**src/rtl/lsu_pkg.sv**
```systemverilog
// Shared types and constants for the memory-stage load/store unit.
//   lsu_state_t    : access FSM states
//   F3_*           : funct3 access size/sign encodings
//   RESULT_SRC_MEM : ResultSrcM encoding that selects memory load data
//   lsu_req_t      : store-side bus request fields formed per byte lane
package lsu_pkg;

  localparam int LANE_W    = 8;
  localparam int NUM_LANES = 4;
  localparam int VEC_W     = NUM_LANES * LANE_W;

  typedef enum logic [1:0] {
    IDLE = 2'd0,
    REQ  = 2'd1,
    RESP = 2'd2,
    DONE = 2'd3
  } lsu_state_t;

  localparam logic [2:0] F3_B  = 3'b000;
  localparam logic [2:0] F3_H  = 3'b001;
  localparam logic [2:0] F3_W  = 3'b010;
  localparam logic [2:0] F3_BU = 3'b100;
  localparam logic [2:0] F3_HU = 3'b101;

  localparam logic [1:0] RESULT_SRC_MEM = 2'b01;

  typedef struct packed {
    logic                              we;
    logic [NUM_LANES-1:0]              wstrb;
    logic [NUM_LANES-1:0][LANE_W-1:0]  wdata;
  } lsu_req_t;

  // Halfword-sized encodings (H/HU) need addr[0]=0; only a true word
  // access needs addr[1:0]=0. Other encodings are never misaligned.
  function automatic logic is_misaligned(input logic [2:0] f3,
                                         input logic [1:0] lo);
    return ((f3[1:0] == 2'b01) && lo[0]) ||
           ((f3 == F3_W) && (lo != 2'b00));
  endfunction

endpackage

```
**src/rtl/lsu_align.sv**
```systemverilog
// Combinational lane steering for the load/store unit.
//   funct3  : access size/sign
//   addr_lo : low two bits of the effective byte address
//   wd      : raw store data (rs2)
//   rdata   : raw bus read word
//   wdata   : lane-replicated store data (one byte per lane)
//   wstrb   : byte enables for the store
//   ldata   : extracted and sign/zero-extended load data
//   misalign: (LSU_MISALIGN_TRAP_EN only) access is not naturally aligned
module lsu_align
  import lsu_pkg::*;
(
  input  logic [2:0]                        funct3,
  input  logic [1:0]                        addr_lo,
  input  logic [VEC_W-1:0]                  wd,
  input  logic [VEC_W-1:0]                  rdata,
  output logic [NUM_LANES-1:0][LANE_W-1:0]  wdata,
  output logic [NUM_LANES-1:0]              wstrb,
  output logic [VEC_W-1:0]                  ldata
`ifdef LSU_MISALIGN_TRAP_EN
  ,
  output logic                              misalign
`endif
);

  logic [NUM_LANES-1:0][LANE_W-1:0] wd_b;
  logic [NUM_LANES-1:0][LANE_W-1:0] rd_b;

  assign wd_b = wd;
  assign rd_b = rdata;

  // Each lane decides its own enable and which source byte it carries.
  // Byte stores replicate byte 0 everywhere, halfword stores replicate
  // the low half, so the bus slave only has to honour the strobes.
  for (genvar i = 0; i < NUM_LANES; i++) begin : g_lane
    logic             s;
    logic [LANE_W-1:0] d;

    always_comb begin
      s = 1'b0;
      d = wd_b[i];
      case (funct3)
        F3_B: begin
          s = (addr_lo == 2'(i));
          d = wd_b[0];
        end
        F3_H: begin
          s = (addr_lo[1] == 1'(i / 2));
          d = wd_b[i % 2];
        end
        F3_W: begin
          s = 1'b1;
          d = wd_b[i];
        end
        default: ;
      endcase
    end

    assign wstrb[i] = s;
    assign wdata[i] = d;
  end

  logic [LANE_W-1:0]   ld_byte;
  logic [2*LANE_W-1:0] ld_half;

  always_comb begin
    ld_byte = rd_b[addr_lo];
    ld_half = addr_lo[1] ? {rd_b[3], rd_b[2]} : {rd_b[1], rd_b[0]};
    case (funct3)
      F3_B:    ldata = {{(VEC_W-LANE_W){ld_byte[LANE_W-1]}}, ld_byte};
      F3_BU:   ldata = {{(VEC_W-LANE_W){1'b0}}, ld_byte};
      F3_H:    ldata = {{(VEC_W-2*LANE_W){ld_half[2*LANE_W-1]}}, ld_half};
      F3_HU:   ldata = {{(VEC_W-2*LANE_W){1'b0}}, ld_half};
      default: ldata = rdata;  // LW and undefined encodings: raw word
    endcase
  end

`ifdef LSU_MISALIGN_TRAP_EN
  assign misalign = is_misaligned(funct3, addr_lo);
`endif

endmodule

```
**src/rtl/mem_stage_lsu.sv**
```systemverilog
// Memory-stage load/store unit. Issues one valid/ready bus request per
// memory instruction in M, waits for the read response on loads, and
// holds the pipeline-wide Stall while the access is outstanding.
//   clk, rst        : clock, synchronous active-high reset
//   MemWriteM       : store in M
//   ResultSrcM      : 2'b01 marks a load
//   Funct3M         : access size/sign
//   ALUResultM      : effective byte address
//   WriteDataM      : store data
//   Stall           : freezes upstream pipeline registers
//   ReadDataM       : registered, extended load data
//   MemValid/Ready  : request handshake
//   MemWe/Addr/Wdata/Wstrb : request payload
//   MemRvalid/Rdata : read response
//   MisalignM       : misaligned-access pulse (LSU_MISALIGN_TRAP_EN only)
// Build option: define LSU_MISALIGN_TRAP_EN to trap misaligned halfword and
// word accesses instead of truncating them.
module mem_stage_lsu
  import lsu_pkg::*;
#(
  parameter int XLEN   = 32,
  parameter int ADDR_W = 32
) (
  input  logic              clk,
  input  logic              rst,
  input  logic              MemWriteM,
  input  logic [1:0]        ResultSrcM,
  input  logic [2:0]        Funct3M,
  input  logic [XLEN-1:0]   ALUResultM,
  input  logic [XLEN-1:0]   WriteDataM,
  output logic              Stall,
  output logic [XLEN-1:0]   ReadDataM,
  output logic              MemValid,
  input  logic              MemReady,
  output logic              MemWe,
  output logic [ADDR_W-1:0] MemAddr,
  output logic [XLEN-1:0]   MemWdata,
  output logic [XLEN/8-1:0] MemWstrb,
  input  logic              MemRvalid,
  input  logic [XLEN-1:0]   MemRdata
`ifdef LSU_MISALIGN_TRAP_EN
  ,
  output logic              MisalignM
`endif
);

  lsu_state_t state, nxt;
  logic       access;
  logic       is_store;
  lsu_req_t   req;
  logic [XLEN-1:0] ldata;

  // A store wins if the decoder ever flags both write and load.
  assign is_store = MemWriteM;
  assign access   = MemWriteM | (ResultSrcM == RESULT_SRC_MEM);

`ifdef LSU_MISALIGN_TRAP_EN
  logic misalign;
`endif

  lsu_align u_align (
    .funct3  (Funct3M),
    .addr_lo (ALUResultM[1:0]),
    .wd      (WriteDataM),
    .rdata   (MemRdata),
    .wdata   (req.wdata),
    .wstrb   (req.wstrb),
    .ldata   (ldata)
`ifdef LSU_MISALIGN_TRAP_EN
    ,
    .misalign(misalign)
`endif
  );

  assign req.we = is_store;

  // The pipeline is frozen while Stall is high, so the M-stage inputs
  // (and hence the payload) stay stable across REQ without extra flops.
  assign MemWe    = req.we;
  assign MemAddr  = {ALUResultM[ADDR_W-1:2], 2'b00};
  assign MemWdata = req.wdata;
  assign MemWstrb = req.wstrb;

  always_ff @(posedge clk) begin
    if (rst) state <= IDLE;
    else     state <= nxt;
  end

  always_comb begin
    nxt      = state;
    MemValid = 1'b0;
    Stall    = 1'b0;
`ifdef LSU_MISALIGN_TRAP_EN
    MisalignM = 1'b0;
`endif
    case (state)
      IDLE: begin
        if (access) begin
          Stall = 1'b1;
`ifdef LSU_MISALIGN_TRAP_EN
          if (misalign) begin
            MisalignM = 1'b1;
            nxt       = DONE;
          end else
`endif
          begin
            MemValid = 1'b1;
            if (MemReady) nxt = is_store ? DONE : RESP;
            else          nxt = REQ;
          end
        end
      end
      REQ: begin
        MemValid = 1'b1;
        Stall    = 1'b1;
        if (MemReady) nxt = is_store ? DONE : RESP;
      end
      RESP: begin
        Stall = 1'b1;
        if (MemRvalid) nxt = DONE;
      end
      // One unstalled cycle lets the instruction leave M; no new request
      // is issued here even though the M inputs still show an access.
      DONE: nxt = IDLE;
      default: nxt = IDLE;
    endcase
  end

  // Only a response that arrives in RESP is captured; stray or
  // post-reset responses fall through.
  always_ff @(posedge clk) begin
    if (rst)                              ReadDataM <= '0;
    else if ((state == RESP) && MemRvalid) ReadDataM <= ldata;
  end

endmodule

```
**config.mk**
```make
export PLATFORM = sky130hd
export DESIGN_NAME = mem_stage_lsu
export DESIGN_NICKNAME = d
export VERILOG_FILES = /design/src/rtl/lsu_pkg.sv /design/src/rtl/lsu_align.sv /design/src/rtl/mem_stage_lsu.sv
export SDC_FILE = /design/constraint.sdc
export NUM_CORES = 1
export LEC_CHECK = 0
export BUFFER_PORTS_ARGS = -buffer_cell sky130_fd_sc_hd__buf_2
export CORE_MARGIN = 2
export CORE_UTILIZATION = 43
export CTS_BUF_LIST = sky130_fd_sc_hd__clkbuf_16
export DETAILED_ROUTE_END_ITERATION = 7
export HOLD_SLACK_MARGIN = 0.08
export PLACE_DENSITY_LB_ADDON = 0.12
export SLEW_MARGIN = 15
export SYNTH_ARGS = -nofsm -noshare
export SYNTH_HDL_FRONTEND = slang
export SYNTH_SLANG_ARGS = --single-unit
```
**constraint.sdc**
```tcl
create_clock -name clk -period 2.56 [get_ports clk]
set_input_delay 0.512 -clock clk [delete_from_list [all_inputs] [get_ports clk]]
set_output_delay 0.512 -clock clk [all_outputs]
set_load 0.05 [all_outputs]
```
==> run summary <==
The share of the synthesized area in the top cell type came out at 26.1%. The cell chosen for the clock root is sky130_fd_sc_hd__clkbuf_16. Leaving out fill and tap cells, the most frequent cells in the layout are 146 x sky130_fd_sc_hd__buf_2, 62 x sky130_fd_sc_hd__nor2_1, 34 x sky130_fd_sc_hd__dfxtp_1, 33 x sky130_fd_sc_hd__a211oi_1, 27 x sky130_fd_sc_hd__nand2_1. The placer's final routability congestion estimate is around 0.89. Counting stages on the worst path, the most repeated cell is sky130_fd_sc_hd__buf_2.

At the end of the flow, the number of nets in the layout was 548. The maximum number of pins on one net before global-route repair is 39. The full die area came out at around 6700 um^2. For the worst-skew pair, the clock arrives at the later sink with an insertion delay of 0.27 ns. Clock-pin slew was measured on the worst setup and hold paths at 0.05 ns. The fraction of final layout cells with drive strength greater than 1 is 41.3%. The worst setup path is captured at a primary output. Once the floorplan was initialized, standard cells occupied 44.4% of the core.

Leaving out fill and tap cells, the most frequent cell in the layout is sky130_fd_sc_hd__buf_2. The internal portion of the total power is 1.38 mW. The max-slew headroom at the worst pin came out at a little over 60%. The area growth from synthesis to layout is 22.9%. The number of standard cells in the layout, taps in and fillers out came out at 513. The post-cts repair resize count came out at 0. Of the total power, the share spent switching nets is between 40 and 50%. The transition time at the pin with the least slew margin came out at 0.567 ns.

The floorplan core area is 5890 um^2. The critical path goes through buf_2, buf_4, clkinv_1, a21oi_1, buf_2. The setup TNS after final layout is 0 ns. The routing usage on met1 is 30.3%. The number of post-CTS setup repair buffers came out at 0. In this run the vertical extent of the chip is 81.9 um. The maximum achievable frequency came out at 419 MHz. Counting instances, the worst hold path has a depth of 2. The number of storage elements in the synthesis netlist is 34.

The sum of internal, switching and leakage power is around 2.7 mW. The sum of overflow across all layers after global routing came out at 0. In this run the critical register-to-register path is launched from state[0]. The cell family contributing the most delay on the critical path is buffers and inverters. The leakage power summed over all cells is 1.57 nW. Setup repair after global routing left no endpoint under its margin.

Power spread over the standard cell area amounts to 826 nW/um^2. The number of violations of the max-capacitance limit came out at 0. On the critical path, the stage with the largest delay is an instance of sky130_fd_sc_hd__buf_4. Each instance of the synthesized netlist takes up on average 7.68 um^2. In the routed layout, each cell is associated on average with a via count of about 5.2. VDD sags by at most 475 uV. The count of buffers from port buffering is roughly 150. The number of antenna violations at the first check in global routing is 0. The count of clock tree sinks is 34.

The power share of the combinational group came out at 52.2%. The minimum hold slack is 0.441 ns. The worst endpoint required time came out at between 2 and 2.5 ns. The data arrival at the endpoint of the critical path is 1.87 ns. The remaining antenna violation count came out at 0.

In the final routed layout, each cell accounts on average for 16.7 um. For this run, the slowest stage of the critical path takes 0.35 ns. Setup violations remaining at the end of the flow were counted as 0. The time the final worst path needs with I/O delays and setup is 2.38 ns. The utilization after layout is 54.5%. The number of diodes added for antenna fixing came out at 0. Global routing used 24.3% of the available tracks across all layers.

The count of pins on the block boundary came out at about 210. The horizontal extent of the die came out at 81.9 um. The destination of the worst register-to-register timing path is ReadDataM[10].

The sequential element share of the synthesized area is about a quarter. The endpoint with the worst hold slack is ReadDataM[5]. The via count of the first global-routing pass came out at between 2,000 and 2,500. The critical path in this run is classified as in -> out.

The run finished with clean final reports. The detailed-route wire length is 8570 um. The total count of max-transition violations in the final report was 0. Setup slack on the worst reg-to-reg path comes out at 0.79 ns. Once placement completed, the tool counted placed cells totaling 505.

The startpoint identified for the worst hold timing path is ReadDataM[5]. The H-tree depth is 2. The met2 demand-to-capacity share in global routing came out at between 30% and 40%.

After floorplanning, the core was divided into 28 placement rows. The clock network is responsible for 21.3% of the overall power. The fraction of power consumed by sequential logic came out at 26.5%. The gate count after technology mapping is 340.

The number of vias after detailed routing came out at 2,688. The final clock skew is 0.00209 ns. In the post-synthesis netlist, the biggest area contributors are sky130_fd_sc_hd__dfxtp_1 26%, sky130_fd_sc_hd__buf_4 13%, sky130_fd_sc_hd__a211oi_1 9.5%.

The count of synthesis-stage warnings from yosys is 0. Summed over all nets, the switching power comes to roughly 1.3 mW. The clock tree from TritonCTS is yes. The final hold violation count is 0.

The routing layer with the top usage in global route is met2. In this run the worst path has a maximum fanout of 38. The combined buffer and inverter count along the critical path is 4.

The number of buffers created by CTS is 5. The worst register-to-register path has a depth of 6. The longest clock path from root to sink contains 2 buffers. The cell area after technology mapping came out at 2610 um^2.

The min-delay analysis places its worst path in the category reg -> reg. The met3 track demand over resource in global routing is 7.14%. In the routed design, unresolved DRC markers number 0. The estimated wirelength of the detail-placed design is 6820 um. The wire length of the first global-routing pass came out at 12,100 um. STA classifies the critical path startpoint as a primary input. The DRC marker count from the first detailed-route iteration is 197. The biggest area contributor in the post-synthesis netlist is sky130_fd_sc_hd__dfxtp_1. Yosys mapped the design onto 32 distinct sky130hd cell types. The period utilization came out at approximately 93%. After clock tree synthesis, the flow added hold-fix buffers numbering 0.

The first-pass iteration count of the detailed router is 4.
kinds of logic after synthesis:
| family | after synthesis | share of synthesized area, % |
|---|---|---|
| simple gates | 106 | 17.1 |
| mux | 27 | 11.6 |
| fa+ha+maj | 5 | 2.40 |
| other cells | 1 | 0.144 |
| flops | 34 | 26.1 |
| compound gates | 95 | 25.2 |
| buf+inv | 72 | 17.5 |
per-stage QoR:
| stage | instance area (um^2) | setup slack, ns |
|---|---|---|
| finish | 3210 | 0.175 |
| CTS | 3210 | 0.178 |
| detailed placement | 3070 | 0.182 |
| global placement | 3070 | 0.253 |
| floorplan | 2620 | 0.0350 |
| global route | 3210 | 0.0308 |
worst max-delay path by stage:
stage,startpoint,endpoint,slack [ns],cells past startpoint
final,Funct3M[1],MemWstrb[1],0.18,5
after global routing,Funct3M[1],MemWstrb[1],0.03,5
after CTS,Funct3M[1],MemWstrb[1],0.18,5
after detailed placement,Funct3M[1],MemWstrb[1],0.18,5
after global placement,Funct3M[1],MemWstrb[3],0.25,5
after floorplan,Funct3M[0],MemWdata[24],0.04,4
worst register-to-register path: cells and delay by family, from the launching register on:
| family | cells | cell delay, ns |
|---|---|---|
| flip-flops | 1 | 0.32 |
| AO/OA/AOI/OAI | 1 | 0.22 |
| AND/OR/NAND/NOR | 2 | 0.48 |
| adder cells (fa/ha/maj) | 1 | 0.25 |
| buffers and inverters | 2 | 0.42 |
metal layers:
metal  vias up  part of all wire (%)
met1      1212                    42
met2       122                    47
li1       1332                     -
met5         -                  0.51
met4         2                   2.0
met3        20                   8.9
Yosys cell counts (all sizes together):
master,number
inv,6
o31ai,8
a22oi,8
conb,1
a21oi,22
clkinv,1
nor2b,10
mux4,1
nand2,27
nand2b,3
clkbuf,10
nor3,2
o211ai,1
o21ai,10
a22o,2
a211oi,33
dfxtp,34
a21o,8
buf,55
o311a,1
mux2i,10
o21a,1
mux2,16
nor2,63
a221oi,1
ha,5
and2,1
power groups by stage:
stage	combinational, mW	clock (mW)	sequential, mW
floorplan	0.861	0	1.05
global placement	1.37	0	0.712
detailed placement	1.38	0	0.714
CTS	1.39	0.571	0.703
global route	1.49	0.599	0.713
finish	1.39	0.565	0.702
flip-flops by register name, indices dropped and copies added, names as in the netlist:
| name | count |
|---|---|
| state | 2 |
| ReadDataM | 32 |
final cells by class:
cell class | count | area [um^2]
Sequential cell | 34 | 681
Timing Repair Buffer | 154 | 791
Tap cell | 75 | 93.8
Inverter | 7 | 26.3
Fill cell | 590 | 2680
Clock buffer | 5 | 125
Clock inverter | 3 | 12.5
Multi-Input combinational cell | 235 | 1480
Power figures use the tool's default switching activity.
